File: config.mk
export PLATFORM = sky130hd
export DESIGN_NAME = conv1_xnor_pe
export DESIGN_NICKNAME = d
export VERILOG_FILES = /design/src/rtl/conv1_xnor_pe.sv
export SDC_FILE = /design/constraint.sdc
export NUM_CORES = 1
export LEC_CHECK = 0
export ABC_AREA = 1
export CORE_UTILIZATION = 65
export CTS_BUF_LIST = sky130_fd_sc_hd__clkbuf_4 sky130_fd_sc_hd__clkbuf_8
export CTS_CLUSTER_DIAMETER = 80
export DETAILED_ROUTE_END_ITERATION = 10
export DONT_BUFFER_PORTS = 1
export GPL_TIMING_DRIVEN = 0
export PLACE_DENSITY = 0.81
export SLEW_MARGIN = 10
export SYNTH_ARGS = -nofsm -noshare
export SYNTH_HDL_FRONTEND = slang
export SYNTH_SLANG_ARGS = --single-unit
File: constraint.sdc
create_clock -name clk -period 3.7 [get_ports clk]
set_input_delay 0.555 -clock clk [delete_from_list [all_inputs] [get_ports clk]]
set_output_delay 0.555 -clock clk [all_outputs]
set_load 0.01 [all_outputs]
File: src/rtl/conv1_xnor_pe.sv
// XNOR-popcount binary convolution over 3x3 windows for conv1: per-filter match count,
// thresholded activation, output-pixel coordinates and end-of-frame pulse for pooling.
module conv1_xnor_pe #(
  parameter int unsigned WIDTH       = 28,
  parameter int unsigned HEIGHT      = 28,
  parameter int unsigned NUM_FILTERS = 4,
  localparam int unsigned AW = (NUM_FILTERS > 1) ? $clog2(NUM_FILTERS) : 1,
  localparam int unsigned XW = (WIDTH - 2 > 1) ? $clog2(WIDTH - 2) : 1,
  localparam int unsigned YW = (HEIGHT - 2 > 1) ? $clog2(HEIGHT - 2) : 1
) (
  input  logic                       clk,
  input  logic                       rst_n,
  input  logic                       valid_in,
  input  logic                       pixel_0,
  input  logic                       pixel_1,
  input  logic                       pixel_2,
  input  logic                       pixel_3,
  input  logic                       pixel_4,
  input  logic                       pixel_5,
  input  logic                       pixel_6,
  input  logic                       pixel_7,
  input  logic                       pixel_8,
  input  logic                       w_we,
  input  logic [AW-1:0]              w_addr,
  input  logic [8:0]                 w_data,
  input  logic [3:0]                 t_data,
  output logic                       valid_out,
  output logic [NUM_FILTERS-1:0]     act_out,
  output logic [4*NUM_FILTERS-1:0]   sum_out,
  output logic [XW-1:0]              out_x,
  output logic [YW-1:0]              out_y,
  output logic                       frame_done
);

  function automatic logic [3:0] popcnt9(input logic [8:0] v);
    logic [3:0] c;
    c = '0;
    for (int k = 0; k < 9; k++) c = c + {3'b000, v[k]};
    return c;
  endfunction

  logic [8:0] window;
  logic [8:0] kernel_q [NUM_FILTERS];
  logic [3:0] thresh_q [NUM_FILTERS];
  logic [3:0] match_d  [NUM_FILTERS];
  logic [3:0] match_q  [NUM_FILTERS];
  logic       v1_q;

  logic [NUM_FILTERS-1:0]   act_d, act_q;
  logic [4*NUM_FILTERS-1:0] sum_d, sum_q;
  logic                     valid_q;
  logic [XW-1:0]            x_d, x_q;
  logic [YW-1:0]            y_d, y_q;
  logic                     last_x, last_y;

  assign window = {pixel_8, pixel_7, pixel_6, pixel_5, pixel_4,
                   pixel_3, pixel_2, pixel_1, pixel_0};

  always_comb begin
    for (int f = 0; f < NUM_FILTERS; f++) begin
      match_d[f] = popcnt9(~(window ^ kernel_q[f]));
    end
  end

  // Writes land on the same edge that captures a window, so that window sees the old kernel.
  always_ff @(posedge clk or negedge rst_n) begin
    if (!rst_n) begin
      for (int f = 0; f < NUM_FILTERS; f++) begin
        kernel_q[f] <= 9'h1FF;
        thresh_q[f] <= 4'd5;
      end
    end else begin
      for (int f = 0; f < NUM_FILTERS; f++) begin
        if (w_we && (w_addr == AW'(f))) begin
          kernel_q[f] <= w_data;
          thresh_q[f] <= t_data;
        end
      end
    end
  end

  always_ff @(posedge clk or negedge rst_n) begin
    if (!rst_n) begin
      v1_q <= 1'b0;
      for (int f = 0; f < NUM_FILTERS; f++) match_q[f] <= '0;
    end else begin
      v1_q <= valid_in;
      for (int f = 0; f < NUM_FILTERS; f++) match_q[f] <= match_d[f];
    end
  end

  // Threshold is read here, so it reflects any write that landed on the stage-1 edge.
  always_comb begin
    sum_d = '0;
    act_d = '0;
    if (v1_q) begin
      for (int f = 0; f < NUM_FILTERS; f++) begin
        sum_d[4*f +: 4] = match_q[f];
        act_d[f]        = (match_q[f] >= thresh_q[f]);
      end
    end
  end

  assign last_x = (x_q == XW'(WIDTH - 3));
  assign last_y = (y_q == YW'(HEIGHT - 3));

  always_comb begin
    x_d = x_q;
    y_d = y_q;
    if (valid_q) begin
      if (last_x) begin
        x_d = '0;
        y_d = last_y ? '0 : y_q + 1'b1;
      end else begin
        x_d = x_q + 1'b1;
      end
    end
  end

  always_ff @(posedge clk or negedge rst_n) begin
    if (!rst_n) begin
      valid_q <= 1'b0;
      act_q   <= '0;
      sum_q   <= '0;
      x_q     <= '0;
      y_q     <= '0;
    end else begin
      valid_q <= v1_q;
      act_q   <= act_d;
      sum_q   <= sum_d;
      x_q     <= x_d;
      y_q     <= y_d;
    end
  end

  assign valid_out  = valid_q;
  assign act_out    = act_q;
  assign sum_out    = sum_q;
  assign out_x      = x_q;
  assign out_y      = y_q;
  assign frame_done = valid_q && last_x && last_y;

endmodule

## Word level (Yosys, flattened, before mapping)

Cells that the tools add are included.

- Input port bits: 28
- Register bits: 100
- Output and inout port bits: 32
- Logic and storage cells: 81

- Add/subtract/negate cells: 34
- Bitwise gates (word level): 8
- Reductions and logical operators: 8
- Order comparisons: 4
- Equality and inequality tests: 5
- Multiplexer cells: 4

Operator list:

| operator | count |
|---|---|
| 4-bit by 1-bit adder with 4-bit output | 20 |
| 9-bit NOT | 4 |
| 9-bit XOR | 4 |
| 3-bit by 1-bit adder with 4-bit output | 4 |
| 4-bit >= comparator | 4 |
| 16-bit two-way mux | 1 |
| 2-bit by 1-bit adder with 3-bit output | 4 |
| 5-bit by 1-bit adder with 5-bit output, second input constant | 2 |
| 5-bit equality test, second input constant | 2 |
| 5-bit two-way mux | 2 |
| 1-bit by 1-bit adder with 2-bit output | 4 |
| 1-bit logical AND | 6 |
| 2-bit equality test, second input constant | 2 |
| 4-bit two-way mux | 1 |
| 2-bit by 1-bit equality test with 1-bit output, second input constant | 1 |
| 2-bit zero test | 1 |
| 2-bit AND reduction | 1 |

## Longest topological paths before layout

- Depth in word-level cells: 10
- Depth in mapped cells: 10
- Gate-level depth less buffers: 10

## Least setup slack after synthesis

No wires, ideal clock.

- Path type: input to register
- Start: input port pixel_0
- End: register match_q[6] in the netlist's numbering
- Stages on the path: 10
- Data required time: 3.577 ns
- Buffers on the path: 0
- Data arrival time: 3.346 ns
- Slack: 0.231 ns
- Library setup time: 0.123 ns
- Path through: xnor2_1 -> fa_1 -> inv_1 -> fa_1 -> inv_1 -> fa_1 -> inv_1 -> fa_1 -> fa_1 -> xnor2_1

RTL lines:

| element | RTL line | RTL |
|---|---|---|
| from (decl) | 14 | `input logic pixel_0,` |
| to (decl) | 46 | `logic [3:0] match_q [NUM_FILTERS];` |

==> results.tsv <==
stage	metric	value	unit
final_layout	most common cell after layout, fill and taps aside	nand2_1	
sta	Fin Clk Skew	0.00595	ns
sta	Max Slew Vio Count	0	
yosys	register area share after synthesis	49.9	%
final_layout	fin nets	614	
yosys	Avg Inst Size Synth	9.76	sq um
setup_path	worst-path fanout max	2	
floorplanning	Chip Width	90.8	um
setup_path	CP arrival	3.78	ns
min_path	Tightest Hold Check Type	in2async	
clock_network	CTS buffer count	9	
yosys	register bit total from synthesis	100	
sta	Final min period	3.52	ns
clock_network	Clock Path Buffers	2	
yosys	synth warn	0	
floorplanning	core area	7690	sq um
clock_network	H-tree depth	3	
routing	drt pass-1 iters	4	
setup_path	critical path class	reg2reg	
pwr	Power Density	690	nW/um^2
final_layout	post-layout util	71.2	%
floorplanning	full die area	8240	sq um
clock_network	clk_lat worst skew	0.37	ns
global_routing	largest net degree at the start of global routing	57	
yosys	Syn Inst Count	525	
sta	Min Hold Slack	0.0232	ns
pwr	post-layout total power	3.78	mW
global_routing	initial antenna violation count	0	
yosys	Yosys cell types	26	
sta	Final period util	95.1	%
routing	Vias/cell	5.30	
sta	Worst-Margin Slew	0.560	ns
yosys	synthesized net count	601	
sta	crit path setup slack, layout	0.180	ns
placement	Placed Cells	627	
placement	Post-DP HPWL	7300	um
sta	setup violators final	0	
clock_network	CTS tree	built	
routing	vias post-DR	3416	
sta	final hold violation count	0	
routing	initial DRC count	204	
routing	wirelength, routed	9990	um
placement	pre-CTS WS	0.0941	ns
outcome	status	completed	
sta	Setup TNS	0	ns
final_layout	layout cells sized above 1	14.5	%
global_routing	Total Routing Usage GR	27.2	%
placement	placed cell areas	5250	sq um
sta	Slew headroom	62.7	%
routing	DRC viols	0	
floorplanning	# rows	32	
final_layout	n_diodes	0	
global_routing	gr ovfl total	0	
job	max_cap viols	0	
placement	I/O Buffers	0	
setup_path	crit start category	flip-flop	
yosys	Cell Area, Synth	5120	sq um
final_layout	Area growth syn-to-layout	6.86	%
final_layout	post-route cell area	5480	sq um
final_layout	non-filler cells, final	645	
sta	RSZ-0062 raised after global routing	no	
clock_network	root buffer cell	clkbuf_8	
routing	Post-DRT Antenna Nets	0	
floorplanning	IO Pins	60	
sta	Max Fclk	284	MHz
placement	routability cong.	0.831	
global_routing	vias in the first global route	3565	
floorplanning	Initial Util	66.7	%
clock_network	Clock Sinks	100	
floorplanning	Die Ht	90.8	um
pwr	VDD IR-drop max	0.291	mV
routing	routed len/inst	15.5	um
global_routing	first-pass GRT wire length	16700	um
pwr	static leakage	2.83	nW
setup_path	Setup crit end kind	flip-flop	
setup_path	Req. time, crit path	3.96	ns
clock_network	Reg clk slew, reported paths	0.09	ns
final_layout	most frequent cells in the layout	nand2_1, inv_1, dfrtp_1, dfstp_2, o21ai_0	
## worst max-delay path, stage by stage (launching register included)
cell	delay, ns
dfstp_2	0.55
xnor2_1	0.09
fa_1	0.55
inv_1	0.06
fa_1	0.53
inv_1	0.05
fa_1	0.53
inv_1	0.05
fa_1	0.45
fa_1	0.40
xnor2_1	0.15
## sequential cells by signal, summed over array words and instances (netlist names)
name and count:
kernel_q 36, match_q 16, sum_out 16, thresh_q 16, out_x 5, out_y 5
act_out 4, v1_q 1, valid_out 1
## repair_timing
action | 4_1_cts | 5_1_grt
hold endpoints to repair | 56 | 2
buffers inserted | 0 | 0
hold buffers | 1 | 1
gates resized for setup | 0 | 0
## power breakdown
part,internal (mW),switching (mW)
combinational,0.636,0.818
sequential,1.44,0.227
clock,0.298,0.363
total,2.37,1.41
## synthesized netlist by cell type (all sizes together)
cell type / n / share of area (%)
a21oi: 4 / 0.39
a31oi: 1 / 0.12
buf: 10 / 1.5
clkbuf: 4 / 0.29
dfrtp: 56 / 27
dfstp: 44 / 23
fa: 20 / 7.8
ha: 28 / 6.8
inv: 104 / 7.6
mux2i: 1 / 0.20
nand2: 125 / 9.2
nand3: 14 / 1.8
nand4: 8 / 0.98
nor2: 6 / 0.49
nor3: 1 / 0.098
o21ai: 56 / 5.6
o22ai: 1 / 0.12
or2: 1 / 0.12
xnor2: 25 / 4.3
xor2: 16 / 2.7
## cell families (layout without fill, tap and decap cells)
logic type	Yosys count	in the layout	share of synthesized area, %
buffers and inverters	118	136	9.40
adder cells (fa/ha/maj)	48	48	14.6
XOR/XNOR	41	41	7.01
multiplexers	1	1	0.195
flip-flops	100	100	49.9
AND/OR/NAND/NOR	155	155	12.6
AO/OA/AOI/OAI	62	62	6.25
## cell type report
| class | count | area (sq um) |
|---|---|---|
| plain buffers | 14 | 91.3 |
| clock buffers | 13 | 166 |
| clock inverters | 3 | 20.0 |
| fillers | 563 | 2210 |
| inverters | 104 | 390 |
| multi-input cells | 307 | 2090 |
| flip-flops and latches | 100 | 2560 |
| well taps | 102 | 128 |
| repair buffers | 2 | 37.5 |
## per-layer routing
| metal | global-route usage, % | vias up | routed length [um] |
|---|---|---|---|
| met2 | 45.6 | 112 | 4960 |
| li1 | - | 1628 | - |
| met4 | 11.2 | 0 | 333 |
| met1 | 32.9 | 1653 | 4000 |
| met5 | 0 | - | 0 |
| met3 | 8.25 | 23 | 704 |
## final timing paths
kind / startpoint / end / slack, ns / cells past startpoint
setup reg to reg: kernel_q[18] / match_q[10] / 0.18 / 10
min in group clk: valid_in / v1_q / 0.20 / 0
setup / recovery: kernel_q[18] / match_q[10] / 0.18 / 10
max in group asynchronous: rst_n / thresh_q[10] / 3.05 / 1
hold reg to reg: v1_q / valid_out / 0.41 / 0
hold / removal: rst_n / out_x[1] / 0.02 / 1
Power figures use the tool's default switching activity.
